## config.mk

```make
export PLATFORM = sky130hd
export DESIGN_NAME = fifo_param
export DESIGN_NICKNAME = d
export VERILOG_FILES = /design/src/rtl/fifo_param.sv
export SDC_FILE = /design/constraint.sdc
export NUM_CORES = 1
export LEC_CHECK = 0
export CORE_MARGIN = 2
export CORE_UTILIZATION = 62
export CTS_CLUSTER_SIZE = 30
export DETAILED_ROUTE_END_ITERATION = 8
export GPL_ROUTABILITY_DRIVEN = 0
export PLACE_DENSITY = 0.84
export SETUP_SLACK_MARGIN = 0.15
export SYNTH_ARGS = -nofsm -noshare
export SYNTH_HDL_FRONTEND = slang
export SYNTH_HIERARCHICAL = 1
export SYNTH_SLANG_ARGS = --single-unit
```

## constraint.sdc

```tcl
create_clock -name clk -period 5.5 [get_ports clk]
set_input_delay 1.1 -clock clk [delete_from_list [all_inputs] [get_ports clk]]
set_output_delay 1.1 -clock clk [all_outputs]
set_load 0.1 [all_outputs]
```

## src/rtl/fifo_param.sv

```systemverilog
// Parametrised single-clock FIFO with arbitrary depth, almost-full/empty thresholds,
// an occupancy count and either a registered or a first-word-fall-through read port.
module fifo_param #(
    parameter int FIFO_WIDTH = 16,
    parameter int FIFO_DEPTH = 8,
    parameter int AF_THRESH  = FIFO_DEPTH - 1,
    parameter int AE_THRESH  = 1,
    parameter bit FWFT       = 1'b0
) (
    input  logic                            clk,
    input  logic                            rst,
    input  logic [FIFO_WIDTH-1:0]           data_in,
    input  logic                            wr_en,
    input  logic                            rd_en,
    output logic [FIFO_WIDTH-1:0]           data_out,
    output logic                            wr_ack,
    output logic                            overflow,
    output logic                            underflow,
    output logic                            full,
    output logic                            empty,
    output logic                            almostfull,
    output logic                            almostempty,
    output logic [$clog2(FIFO_DEPTH+1)-1:0] count
);
    localparam int AW = $clog2(FIFO_DEPTH);
    localparam int CW = $clog2(FIFO_DEPTH + 1);
    localparam logic [AW-1:0] PTR_LAST = AW'(FIFO_DEPTH - 1);
    localparam logic [CW-1:0] CNT_FULL = CW'(FIFO_DEPTH);
    localparam logic [CW-1:0] CNT_AF   = CW'(AF_THRESH);
    localparam logic [CW-1:0] CNT_AE   = CW'(AE_THRESH);

    logic [FIFO_WIDTH-1:0] r_mem [0:FIFO_DEPTH-1];
    logic [AW-1:0]         r_wr_ptr;
    logic [AW-1:0]         r_rd_ptr;
    logic [CW-1:0]         r_count;
    logic                  r_wr_ack;
    logic                  r_overflow;
    logic                  r_underflow;

    logic                  w_full;
    logic                  w_empty;
    logic                  w_wa;
    logic                  w_ra;
    logic [CW-1:0]         w_count_next;

    // Pointers wrap explicitly at FIFO_DEPTH-1 so non-power-of-two depths work.
    function automatic logic [AW-1:0] ptr_next(input logic [AW-1:0] p);
        if (p == PTR_LAST) begin
            ptr_next = {AW{1'b0}};
        end else begin
            ptr_next = p + AW'(1);
        end
    endfunction

    assign w_full      = (r_count == CNT_FULL);
    assign w_empty     = (r_count == {CW{1'b0}});
    assign w_wa        = wr_en && !w_full;
    assign w_ra        = rd_en && !w_empty;

    assign full        = w_full;
    assign empty       = w_empty;
    assign almostfull  = (r_count >= CNT_AF) && !w_full;
    assign almostempty = (r_count <= CNT_AE) && !w_empty;
    assign count       = r_count;
    assign wr_ack      = r_wr_ack;
    assign overflow    = r_overflow;
    assign underflow   = r_underflow;

    // Occupancy: a simultaneous accepted read and write leaves it unchanged.
    always_comb begin
        w_count_next = r_count;
        case ({w_wa, w_ra})
            2'b10:   w_count_next = r_count + CW'(1);
            2'b01:   w_count_next = r_count - CW'(1);
            default: w_count_next = r_count;
        endcase
    end

    // Pointer, occupancy and status-pulse registers.
    always_ff @(posedge clk) begin
        if (rst) begin
            r_wr_ptr    <= {AW{1'b0}};
            r_rd_ptr    <= {AW{1'b0}};
            r_count     <= {CW{1'b0}};
            r_wr_ack    <= 1'b0;
            r_overflow  <= 1'b0;
            r_underflow <= 1'b0;
        end else begin
            if (w_wa) begin
                r_wr_ptr <= ptr_next(r_wr_ptr);
            end
            if (w_ra) begin
                r_rd_ptr <= ptr_next(r_rd_ptr);
            end
            r_count     <= w_count_next;
            r_wr_ack    <= w_wa;
            r_overflow  <= wr_en && w_full;
            r_underflow <= rd_en && w_empty;
        end
    end

    // Storage array is deliberately unreset.
    always_ff @(posedge clk) begin
        if (!rst && w_wa) begin
            r_mem[r_wr_ptr] <= data_in;
        end
    end

    generate
        if (FWFT) begin : g_fwft
            assign data_out = w_empty ? {FIFO_WIDTH{1'b0}} : r_mem[r_rd_ptr];
        end else begin : g_std
            logic [FIFO_WIDTH-1:0] r_dout;

            // Registered read port holds its value across idle and rejected reads.
            always_ff @(posedge clk) begin
                if (rst) begin
                    r_dout <= {FIFO_WIDTH{1'b0}};
                end else if (w_ra) begin
                    r_dout <= r_mem[r_rd_ptr];
                end
            end

            assign data_out = r_dout;
        end
    endgenerate

    fifo_param_chk #(
        .FIFO_DEPTH (FIFO_DEPTH)
    ) u_chk (
        .clk         (clk),
        .rst         (rst),
        .full        (w_full),
        .empty       (w_empty),
        .almostfull  (almostfull),
        .almostempty (almostempty),
        .count       (r_count)
    );
endmodule

// Structural invariants of the occupancy decode.
module fifo_param_chk #(
    parameter int FIFO_DEPTH = 8
) (
    input logic                            clk,
    input logic                            rst,
    input logic                            full,
    input logic                            empty,
    input logic                            almostfull,
    input logic                            almostempty,
    input logic [$clog2(FIFO_DEPTH+1)-1:0] count
);
    localparam int CW = $clog2(FIFO_DEPTH + 1);

    a_count_max: assert property (@(posedge clk) disable iff (rst) count <= CW'(FIFO_DEPTH));
    a_af_excl:   assert property (@(posedge clk) disable iff (rst) !(full && almostfull));
    a_ae_excl:   assert property (@(posedge clk) disable iff (rst) !(empty && almostempty));
    a_fe_excl:   assert property (@(posedge clk) disable iff (rst) !(full && empty));
endmodule

```

==> flow_summary.ini <==
[run_status]
status = completed

[critical_path]
slowest_delay_ps = 1120
crit_buf_inv = 3
regToRegStartpoint = r_rd_ptr[1]
cp-end-kind = output pin
path_class = flip-flop to output pin
cp-start-kind = flip-flop
path_cells = inv_1 -> ha_1 -> or3b_4 -> inv_2 -> clkdlybuf4s50_1
r2r_slack_ps = 2970
ff2ff_path_depth = 4
critPathSlowestCell = clkdlybuf4s50_1
cp.required_ps = 4400
crit_family = buffers and inverters
r2r-end = data_out[1]
crit_arrival_ps = 2860
worstPathMaxFanout = 5

[synth]
synthMostInstantiatedCell = edfxtp_1
synth_top_family_by_area = compound AO/OA/AOI/OAI gates
netlist_top_cells_count = edfxtp_1 (128), mux2i_1 (49), dfxtp_1 (29), nor2b_1 (17), a32o_1 (16)
synthAdderAreaFrac = 0.0161
muxShareOfSynthArea = 0.0790
ys_ff_latch = 157
synth_nets = 411
synth_compound_area_frac = 0.0982
ys.warnings.count = 6
syn_avg_cell_area_um2 = 16.2
syn_area_um2 = 6210
synth_top_cell_by_area = edfxtp_1
synth_top_area_frac = 0.619
syn_inst = 383
yosys.area_share.xor_xnor = 0.00423
synth.distinct_cells = 39
synth_edf_count = 128
yosysSeqAreaShare = 0.713
synth-simple-area-share = 0.0615
synth_ff_type = edfxtp_1
synth_area_leaders = edfxtp_1 (62%), dfxtp_1 (9.4%), mux2i_1 (7.9%), a32o_1 (2.6%), a211oi_2 (2.0%)
synthArstFlopShare = 0

[global_routing]
overflow = 0
grt_pass1_vias = 3594
grt_pass1_wl_mm = 18.9
grt_max_degree = 84
grt_util_all_layers = 0.232
antenna_found_initial = 0

[cts]
cts_buffers = 17
cts_resized = 0
clock_sinks = 157
clk_pin_slew_ps = 60
htreeDepth = 4
cts_hold_buf = 0
cts_buffer_depth = 2
cts_tree = built
cts_setup_buffers = 0
cts_root_buf = clkbuf_8
clk_latency_ps = 530

[power]
power.density_nw_per_um2 = 477
p_int_w = 0.00232
p_clk_frac = 0.320
leakage_nw = 2.38
ir_drop_uv = 382
sw_frac_of_total = 0.338
switchingPower_w = 0.00118
combPwrFrac = 0.253
pwr-share-seq = 0.428

[route]
vias = 3440
final_antenna_net_count = 0
avgViaCountPerCell = 5.91
drt-total-wl_mm = 11.8
wire_per_inst_um = 20.3
first_pass_iters = 4
drtIter0Drc = 252
remaining_drc_errors = 0

[cells_and_area]
final_cell_area_um2 = 7340
drive_above_1_share = 0.138
synthToLayoutAreaGrowth_pct = 18.3
nFillCells = 583
antenna_cells = 0
fin_nets = 464

[timing]
rsz0062_at_grt = false
skew_ps = 7.15
hold_viol_final = 0
maxSlewViolCount = 0
tns_ps = 0
hold-worst-slack_ps = 469
period_minus_slack_ps = 3960
fmax_mhz = 253
setup_viol = 0
maxSlewHeadroom = 0.171
finalCritPeriodShare = 0.720
worstMarginPinSlew_ps = 1240

[die]
die_x_um = 104
io_pins = 47
initial_core_util = 0.638
row_count = 36
dieArea_um2 = 10800
die_h_um = 104
coreArea_um2 = 9730

[worst_hold_path]
hold-path-endpoint = data_out[9]
worstHoldStart = data_out[9]
hold-path-cell-count = 1
hold_class = flip-flop to flip-flop

[place]
dp_hpwl_mm = 6.38
placed_cell_area_um2 = 6770
placement.io_buffers = 46

[job]
maxCapViolCount = 0
==> worst register-to-register path: stages, from the launching register on <==
cell and delay, ps:
dfxtp_1 950, nor2b_1 720, buf_4 330, a22oi_1 100, a32o_1 330
==> per-layer routing <==
metal / global-route usage / wire length [um] / part of all wire
met1: 0.299 / 4790 / 0.41
met4: 0.0946 / 157 / 0.013
met5: 0 / 0 / 0
met3: 0.0501 / 753 / 0.064
met2: 0.388 / 6100 / 0.52
==> area by class of cell <==
type / instances / area (um2) / area share
Sequential cell: 157 / 4430 / 0.603
Inverter: 6 / 25.0 / 0.00341
Tap cell: 133 / 166 / 0.0227
Multi-Input combinational cell: 199 / 1620 / 0.220
Clock buffer: 21 / 459 / 0.0625
Timing Repair Buffer: 55 / 528 / 0.0719
Clock inverter: 11 / 118 / 0.0160
==> layout by cell type, fill, tap and decap left out, types with 2 or more instances in the layout <==
cell             count
ha_1                 8
inv_2                2
mux2i_1             49
clkdlybuf4s50_1     46
buf_4                9
dfxtp_1             28
clkbuf_8             4
clkinv_2             3
a211oi_1             7
nor2_1              12
a32o_1              16
clkbuf_16           16
xor2_1               2
nor3_2               2
nand2b_1             4
a31oi_1             15
clkinvlp_4           4
nand3b_1             2
a22oi_1             15
nor2b_1             17
nand3_1              2
nand2_1             10
inv_1                3
edfxtp_1           128
a21oi_1             12
nor2_2               2
bufinv_16            2
a211oi_2            10
or3_1                4
==> worst max path at each step <==
| stage | startpoint | to | cells past startpoint | slack [ps] |
|---|---|---|---|---|
| detailed placement | count[1] | empty | 5 | 2080 |
| global route | count[1] | empty | 5 | 1430 |
| floorplan | count[1] | almostempty | 3 | 1250 |
| CTS | count[1] | empty | 5 | 1520 |
| finish | count[1] | empty | 5 | 1540 |
| global placement | count[1] | empty | 5 | 2130 |
==> logic make-up after synthesis <==
group,after synthesis
AO/OA/AOI/OAI,76
XOR/XNOR,3
adder cells (fa/ha/maj),8
flip-flops,157
AND/OR/NAND/NOR,63
multiplexers,49
buffers and inverters,27
==> power by group through the flow <==
stage	Sequential [W]	Clock (W)	Combinational [W]
after floorplan	0.00174	0	0.000470
after global placement	0.00152	0	0.000863
after detailed placement	0.00152	0	0.000883
after CTS	0.00150	0.00113	0.000888
after global routing	0.00151	0.00118	0.000929
final	0.00150	0.00112	0.000884
==> state kept, by name (all words and copies together), names as in the netlist <==
register and cells:
r_rd_ptr 3, r_mem 128, wr_ack 1, data_out 16, overflow 1, underflow 1
count 4, r_wr_ptr 3
==> through the flow <==
| stage | std cells | utilization | total power (W) | setup slack [ps] |
|---|---|---|---|---|
| final | 582 | 0.755 | 0.00350 | 1540 |
| after floorplan | 383 | - | 0.00221 | 1250 |
| after global routing | 582 | 0.755 | 0.00362 | 1430 |
| after global placement | 550 | 0.695 | 0.00238 | 2130 |
| after detailed placement | 550 | 0.695 | 0.00240 | 2080 |
| after CTS | 582 | 0.755 | 0.00352 | 1520 |
Power figures use the tool's default switching activity.
